**src/rtl/fetch_pkg.sv**
```systemverilog
// Shared types and constants for the instruction-fetch stage.
package fetch_pkg;

  localparam logic [31:0] NOP_INSTR        = 32'h0;
  localparam int          DEFAULT_ADDR_W   = 9;
  localparam int          DEFAULT_RESET_PC = 0;

  // One buffered fetch: the instruction word and its zero-extended return PC.
  typedef struct packed {
    logic [31:0] instr;
    logic [31:0] pc_plus1;
  } fetch_entry_t;

endpackage

```
**src/rtl/fetch_queue.sv**
```systemverilog
// Small FIFO of fetched instructions; flush wins over push, and a pop frees
// its slot so push+pop at full is legal.
module fetch_queue
  import fetch_pkg::*;
#(
  parameter int QDEPTH = 2,
  localparam int CW    = $clog2(QDEPTH + 1)
) (
  input  logic         clk,
  input  logic         reset,
  input  logic         push,
  input  fetch_entry_t pushData,
  input  logic         pop,
  input  logic         flush,
  output logic [CW-1:0] count,
  output fetch_entry_t head
);

  localparam int PW = $clog2(QDEPTH);

  fetch_entry_t   entries [QDEPTH];
  logic [PW-1:0]  rdPtr;
  logic [PW-1:0]  wrPtr;
  logic           doPop;

  function automatic logic [PW-1:0] bump(input logic [PW-1:0] p);
    return (p == PW'(QDEPTH - 1)) ? '0 : p + PW'(1);
  endfunction

  assign doPop = pop & (count != '0);
  assign head  = entries[rdPtr];

  // Pointer and occupancy bookkeeping; reset and flush both empty the queue.
  always_ff @(posedge clk) begin
    if (reset || flush) begin
      rdPtr <= '0;
      wrPtr <= '0;
      count <= '0;
    end else begin
      if (push) wrPtr <= bump(wrPtr);
      if (doPop) rdPtr <= bump(rdPtr);
      count <= count + CW'(push) - CW'(doPop);
    end
  end

  // Entry storage; contents need no reset because count gates visibility.
  always_ff @(posedge clk) begin
    if (push && !flush && !reset) entries[wrPtr] <= pushData;
  end

endmodule

```
**src/rtl/fetch_unit.sv**
```systemverilog
// Fetch stage: owns the PC, issues word reads, tags in-flight reads with an
// epoch so redirects can discard stale returns, and feeds decode from a queue.
module fetch_unit
  import fetch_pkg::*;
#(
  parameter int ADDR_W   = DEFAULT_ADDR_W,
  parameter int QDEPTH   = 2,
  parameter int RESET_PC = DEFAULT_RESET_PC
) (
  input  logic              clk,
  input  logic              reset,
  output logic              imem_req,
  output logic [ADDR_W-1:0] imem_addr,
  input  logic [31:0]       imem_rdata,
  input  logic              redirect_valid,
  input  logic [ADDR_W-1:0] redirect_pc,
  input  logic              stall,
  output logic              fd_valid,
  output logic [31:0]       fd_instr,
  output logic [31:0]       fd_pc
);

  localparam int CW = $clog2(QDEPTH + 1);

  logic [ADDR_W-1:0] pc;
  logic [ADDR_W-1:0] inFlightAddr;
  logic [ADDR_W-1:0] retPcPlus1;
  logic              inFlight;
  logic              inFlightEpoch;
  logic              epoch;
  logic [CW-1:0]     qCount;
  fetch_entry_t      qHead;
  fetch_entry_t      qPushData;
  logic              qPush;
  logic              popReq;
  logic              fdValid;
  logic [CW:0]       occupancy;
  logic [CW:0]       issueLimit;

  assign fdValid    = ~reset & (qCount != '0);
  assign popReq     = fdValid & ~stall & ~redirect_valid;
  assign occupancy  = (CW+1)'(qCount) + (CW+1)'(inFlight);
  assign issueLimit = (CW+1)'(QDEPTH) + (CW+1)'(popReq);
  assign imem_req   = ~reset & ~redirect_valid & (occupancy < issueLimit);
  assign imem_addr  = pc;

  assign qPush      = inFlight & (inFlightEpoch == epoch);
  assign retPcPlus1 = inFlightAddr + ADDR_W'(1);
  assign qPushData  = '{instr: imem_rdata, pc_plus1: 32'(retPcPlus1)};

  // PC, epoch and in-flight tracking; a redirect reloads the PC and retires
  // the current epoch so any read already issued is ignored on return.
  always_ff @(posedge clk) begin
    if (reset) begin
      pc            <= ADDR_W'(RESET_PC);
      epoch         <= 1'b0;
      inFlight      <= 1'b0;
      inFlightEpoch <= 1'b0;
      inFlightAddr  <= '0;
    end else begin
      inFlight      <= imem_req;
      inFlightAddr  <= pc;
      inFlightEpoch <= epoch;
      if (redirect_valid) begin
        pc    <= redirect_pc;
        epoch <= ~epoch;
      end else if (imem_req) begin
        pc <= pc + ADDR_W'(1);
      end
    end
  end

  fetch_queue #(.QDEPTH(QDEPTH)) uQueue (
    .clk      (clk),
    .reset    (reset),
    .push     (qPush),
    .pushData (qPushData),
    .pop      (popReq),
    .flush    (redirect_valid),
    .count    (qCount),
    .head     (qHead)
  );

  assign fd_valid = fdValid;
  assign fd_instr = fdValid ? qHead.instr    : NOP_INSTR;
  assign fd_pc    = fdValid ? qHead.pc_plus1 : 32'h0;

endmodule
```
**config.mk**
```make
export PLATFORM = sky130hd
export DESIGN_NAME = fetch_unit
export DESIGN_NICKNAME = d
export VERILOG_FILES = /design/src/rtl/fetch_pkg.sv /design/src/rtl/fetch_queue.sv /design/src/rtl/fetch_unit.sv
export SDC_FILE = /design/constraint.sdc
export NUM_CORES = 1
export LEC_CHECK = 0
export CORE_AREA = 2 2 126 128
export DETAILED_ROUTE_END_ITERATION = 10
export DIE_AREA = 0 0 128 130
export PLACE_DENSITY = 0.53
export SLEW_MARGIN = 5
export SYNTH_ARGS = -nofsm -noshare
export SYNTH_HDL_FRONTEND = slang
export SYNTH_SLANG_ARGS = --single-unit
```
**constraint.sdc**
```tcl
create_clock -name clk -period 14.4 [get_ports clk]
set_input_delay 2.88 -clock clk [delete_from_list [all_inputs] [get_ports clk]]
set_output_delay 2.88 -clock clk [all_outputs]
set_load 0.02 [all_outputs]
```
Word level (Yosys, flattened, before mapping)
Memories as Yosys holds them, arrays and structs flattened. A register that Yosys moved wholly into a read port is not among the register bits.
Index checks and enable logic that the tools add are counted.
{"block": "totals", "n_memories": 1, "inputBits": 45, "mem_bits_rw": 82, "output_inout_bits": 75, "regBits": 25, "elab_cells": 47}
{"block": "classes", "mux": 10, "bitwise": 11, "n_reduce_logical": 7, "eq_ne": 1, "add_sub_neg": 8, "order_cmp": 1}
{"name": "uQueue.entries", "words": 2, "width": 41, "read_ports": 1, "rd_ports_with_merged_regs": 1, "wr": 1, "line": "fetch_queue.sv:21", "source": "fetch_entry_t entries [QDEPTH];"}
{"op": "$mux W32", "count": 2}
{"op": "$add A9 B1 Y9 const B", "count": 2}
{"op": "$mux W9", "count": 2}
{"op": "$and A1 B1 Y1", "count": 7}
{"op": "$mux W1", "count": 6}
{"op": "$not A1 Y1", "count": 4}
{"op": "$reduce_bool A2 Y1", "count": 2}
{"op": "$add A2 B1 Y3", "count": 1}
{"op": "$add A2 B1 Y3 const A", "count": 1}
{"op": "$lt A3 B3 Y1", "count": 1}
{"op": "$add A1 B1 Y1 const B", "count": 2}
{"op": "$add A2 B1 Y2", "count": 1}
{"op": "$logic_and A1 B1 Y1", "count": 2}
{"op": "$logic_not A1 Y1", "count": 2}
{"op": "$sub A2 B1 Y2", "count": 1}
{"op": "$eq A1 B1 Y1", "count": 1}
{"op": "$logic_or A1 B1 Y1", "count": 1}

Depth between registers and ports, before layout
{"block": "logic_depth", "depth_word": 9, "depth_mapped": 10}

Cells and area by module
A second synthesis with hierarchy kept.
{"block": "unflattened", "cells_unflattened": 414, "hier_area_um2": 6641.4}
{"module": "fetch_queue", "cells_each": 221, "area_each_um2": 5162.5, "n_inst": 1, "seq_area_each_um2": 3943.8}
{"module": "fetch_unit", "cells_each": 193, "area_each_um2": 1478.9, "n_inst": 1, "seq_area_each_um2": 420.4}

Worst setup path after synthesis
OpenSTA, ideal clock, no wires.
{"block": "synth_path", "path_kind": "input to register", "startpoint": "input redirect_valid", "endpoint": "memory uQueue.entries[0][0] (netlist name), enable pin", "setup_ns": 0.499, "arrival_time_ns": 6.615, "n_path_buf": 2, "cell_stages": 4, "path_slack_ns": 7.286, "cell_sequence": "clkbuf_1 or2_2 clkbuf_1 nor3b_1"}
{"block": "synth_via", "elab_chain_cells": 5}
{"element": "start, declared", "line": "fetch_unit.sv:15", "source": "input logic redirect_valid,"}
{"element": "$logic_not A1 Y1", "line": "fetch_queue.sv:48", "source": "if (push && !flush && !reset) entries[wrPtr] <= pushData;"}
{"element": "$logic_and A1 B1 Y1 (2 in series)", "line": "fetch_queue.sv:48"}
{"element": "$mux W1", "line": "fetch_queue.sv:48"}
{"element": "$mux W1 (implied by the code)", "line": "fetch_queue.sv:48"}
{"element": "end, declared", "line": "fetch_queue.sv:21"}
Every way passes these cells.

Worst setup path after layout
{"block": "layout_path", "startpoint": "input reset", "endpoint": "output fd_pc[6]"}
{"block": "layout_via", "elab_chain_cells": 3}
{"element": "start, declared", "line": "fetch_unit.sv:11", "source": "input logic reset,"}
{"element": "$not A1 Y1", "line": "fetch_unit.sv:40", "source": "assign fdValid = ~reset & (qCount != '0);"}
{"element": "$and A1 B1 Y1", "line": "fetch_unit.sv:40"}
{"element": "$mux W32", "line": "fetch_unit.sv:86", "source": "assign fd_pc = fdValid ? qHead.pc_plus1 : 32'h0;"}
{"element": "end, declared", "line": "fetch_unit.sv:20", "source": "output logic [31:0] fd_pc"}
Every way passes these cells.

==> impl_metrics.env <==
export IMPL_fp_coreArea_um2=15400
export IMPL_yosysMostFrequentCell="edfxtp_1"
export IMPL_syn2layout_area_growth_pct=30.5
export IMPL_numClockSinks=108
export IMPL_cp_end_kind="output port"
export IMPL_vias_per_cell=4.39
export IMPL_synth_edff_count=82
export IMPL_clkPwrFrac_pct=38.4
export IMPL_relSlewSlack_pct=31.6
export IMPL_fin_crit_sh_pct=57.3
export IMPL_crit_top_cell="clkdlybuf4s50_1"
export IMPL_syn_area_per_cell_um2=13.2
export IMPL_cts_hold_buf=0
export IMPL_netlist_area_um2=4500
export IMPL_grt_pass1_vias=2698
export IMPL_ys_types=44
export IMPL_yosysTopAreaCellShare_pct=54.7
export IMPL_dr_pass1_iters=4
export IMPL_synthAdderAreaFrac_pct=1.67
export IMPL_synth_top_family_by_area="simple AND/OR/NAND/NOR gates"
export IMPL_p_sw_mw=0.140
export IMPL_vdd_ir_drop_max_v=0.0000545
export IMPL_utilization_pct=38.1
export IMPL_setup_violations=0
export IMPL_die_w_um=128
export IMPL_post_place_cells=614
export IMPL_cts_resized=0
export IMPL_h_tree_depth=3
export IMPL_synthXorXnorAreaFrac_pct=2.33
export IMPL_cts_path_max_buffers=2
export IMPL_dr_first_iter_drc_count=126
export IMPL_synth_compound_area_share_pct=3.81
export IMPL_rsz0062_at_grt="false"
export IMPL_cts_tree="built"
export IMPL_skew_ns=0.00717
export IMPL_n_antenna_cell=0
export IMPL_routed_wl_um=8960
export IMPL_fin_crit_ns=8.25
export IMPL_cp_max_fo=42
export IMPL_status="complete, no violations"
export IMPL_clock_latency_ns=0.35
export IMPL_critPathTopFamily="buffers and inverters"
export IMPL_synth_common_cells="edfxtp_1, nor2_1, mux2i_1"
export IMPL_synth_mux_area_share_pct=9.12
export IMPL_crit_chain="clkdlybuf4s50_1, or2_2, nor2_1, clkdlybuf4s50_1"
export IMPL_initial_utilization_pct=29.2
export IMPL_cp_slowest_cell="clkdlybuf4s50_1"
export IMPL_io_buffers=96
export IMPL_path_class="input pin to output port"
export IMPL_ys_seq_area_share_pct=66.3
export IMPL_netlist_top_cells_area="edfxtp_1, dfxtp_1, mux2i_1"
export IMPL_drv_slew=0
export IMPL_worst_slew_pin_slew_ns=1.03
export IMPL_power_internal_mw=0.505
export IMPL_die_h_um=130
export IMPL_gp_congestion=0.750
export IMPL_cts_setup_buffers=0
export IMPL_drc=0
export IMPL_grt_pass1_wl_um=13800
export IMPL_power_frac_comb_pct=7.8
export IMPL_dp_slack_ns=6.07
export IMPL_synth_main_ff_cell="edfxtp_1"
export IMPL_syn_inst=341
export IMPL_routedWlPerCell_um=14.2
export IMPL_hold_class="flop to flop"
export IMPL_nets=484
export IMPL_power_density_nw_per_um2=110
export IMPL_nFillCells=1457
export IMPL_worstPathArrival_ns=5.37
export IMPL_cp_slowest_stage_delay_ns=0.80
export IMPL_numCtsBuffers=9
export IMPL_drive_gt1_share_pct=6.16
export IMPL_swShare_pct=21.7
export IMPL_p_leak_nw=1.95
export IMPL_vias=2763
export IMPL_hpwl_um=5850
export IMPL_critPathRequiredTime_ns=11.52
export IMPL_antenna_found_initial=0
export IMPL_ioPinCount=120
export IMPL_yosys_area_top_type="edfxtp_1"
export IMPL_die_area_um2=16600
export IMPL_setup_tns_final_ns=0
export IMPL_critical_path_buf_inv_count=2
export IMPL_ys_async_sr_fraction_pct=0
export IMPL_max_cap_viol_count=0
export IMPL_yosysWarnings=0
export IMPL_grt_max_degree=43
export IMPL_clk_pin_slew_ns=0.07
export IMPL_instances_no_fill=630
export IMPL_seqPwrFrac_pct=53.8
export IMPL_synth_simple_area_share_pct=10.9
export IMPL_antenna_left=0
export IMPL_row_count=46
export IMPL_clock_fmax_mhz=121
export IMPL_p_total_mw=0.645
export IMPL_hold_violations=0
export IMPL_synth_seq_cells=108
export IMPL_grtUsageTotal_pct=10.9
export IMPL_cp_start_kind="input pin"
export IMPL_grt_ovfl_total=0
export IMPL_cts_root_buf="clkbuf_16"
export IMPL_layout_setup_ws_ns=6.15
per-layer routing:
metal	vias up	GRT usage [%]	part of all wire (%)
li1	1361	-	-
met1	1303	14.3	48
met4	0	4.85	1.2
met3	10	3.20	5.6
met2	89	16.7	45
met5	-	0	0
area by class of cell:
cell class	instances	area [µm²]	area share, %
Tap cell	192	240	4.09
Clock buffer	10	239	4.07
Inverter	7	26.3	0.447
Timing Repair Buffer	98	976	16.6
Sequential cell	108	2980	50.8
Multi-Input combinational cell	209	1350	22.9
Clock inverter	6	62.6	1.06
path summary, 6_finish.rpt:
| kind | cells after the start | start | end | slack, ns |
|---|---|---|---|---|
| worst max register to register | 3 | epoch | uQueue.entries[1][11] | 12.32 |
| worst min register to register | 2 | uQueue.rdPtr | flop | 0.52 |
| worst max-delay path | 4 | reset | fd_pc[6] | 6.15 |
| worst min-delay path | 2 | uQueue.rdPtr | flop | 0.52 |
sequential cells by signal, indices dropped and copies added (netlist names), named ones only:
register / cells
uQueue.entries: 82
imem_addr: 9
inFlightAddr: 9
uQueue.count: 2
epoch: 1
inFlight: 1
inFlightEpoch: 1
uQueue.rdPtr: 1
uQueue.wrPtr: 1
cells in the final DEF, fill, tap and decap left out, types with 2 or more instances in the layout:
cell,Yosys,routed
a21oi_1,3,3
nor2b_1,10,10
o31ai_1,2,2
conb_1,1,23
dfxtp_1,26,25
nor3_1,5,5
buf_4,23,2
or3_1,3,3
mux2i_1,41,41
edfxtp_1,82,82
o21ai_0,5,5
or4_1,2,2
nand3_1,9,9
nand4_1,2,2
or2_2,2,2
ha_1,6,6
clkbuf_16,0,9
nor2_1,55,55
a311oi_1,4,4
xnor2_1,8,8
xor2_1,4,4
clkdlybuf4s50_1,0,96
nand2_1,6,6
clkinv_2,0,3
inv_1,6,6
power by group through the flow:
stage	Clock, mW	Sequential, mW	Combinational (mW)
5_1_grt	0.268	0.348	0.0549
4_1_cts	0.258	0.347	0.0511
6_report	0.248	0.347	0.0504
3_5_place_dp	0	0.354	0.0508
3_3_place_gp	0	0.354	0.0499
2_1_floorplan	0	0.355	0.0284
through the flow:
stage,cell area (µm²),hold WS (ns)
finish,5870,0.519
global route,5870,0.530
CTS,5870,0.515
detailed placement,5570,0.498
global placement,5570,0.485
floorplan,4580,0.473
cell families (layout without fill, tap and decap cells):
family,after synthesis,after routing
other,1,23
AND/OR/NAND/NOR,104,104
flip-flops,108,108
buffers and inverters,46,121
XOR/XNOR,12,12
AO/OA/AOI/OAI,23,23
multiplexers,41,41
adder cells (fa/ha/maj),6,6
worst min-delay path, delay by kind of cell, from the launching register on:
kind / cells / cell delay [ns]
DFF: 1 / 0.32
AOI/OAI and AO/OA: 2 / 0.17
(Power assumes the default switching activity.)
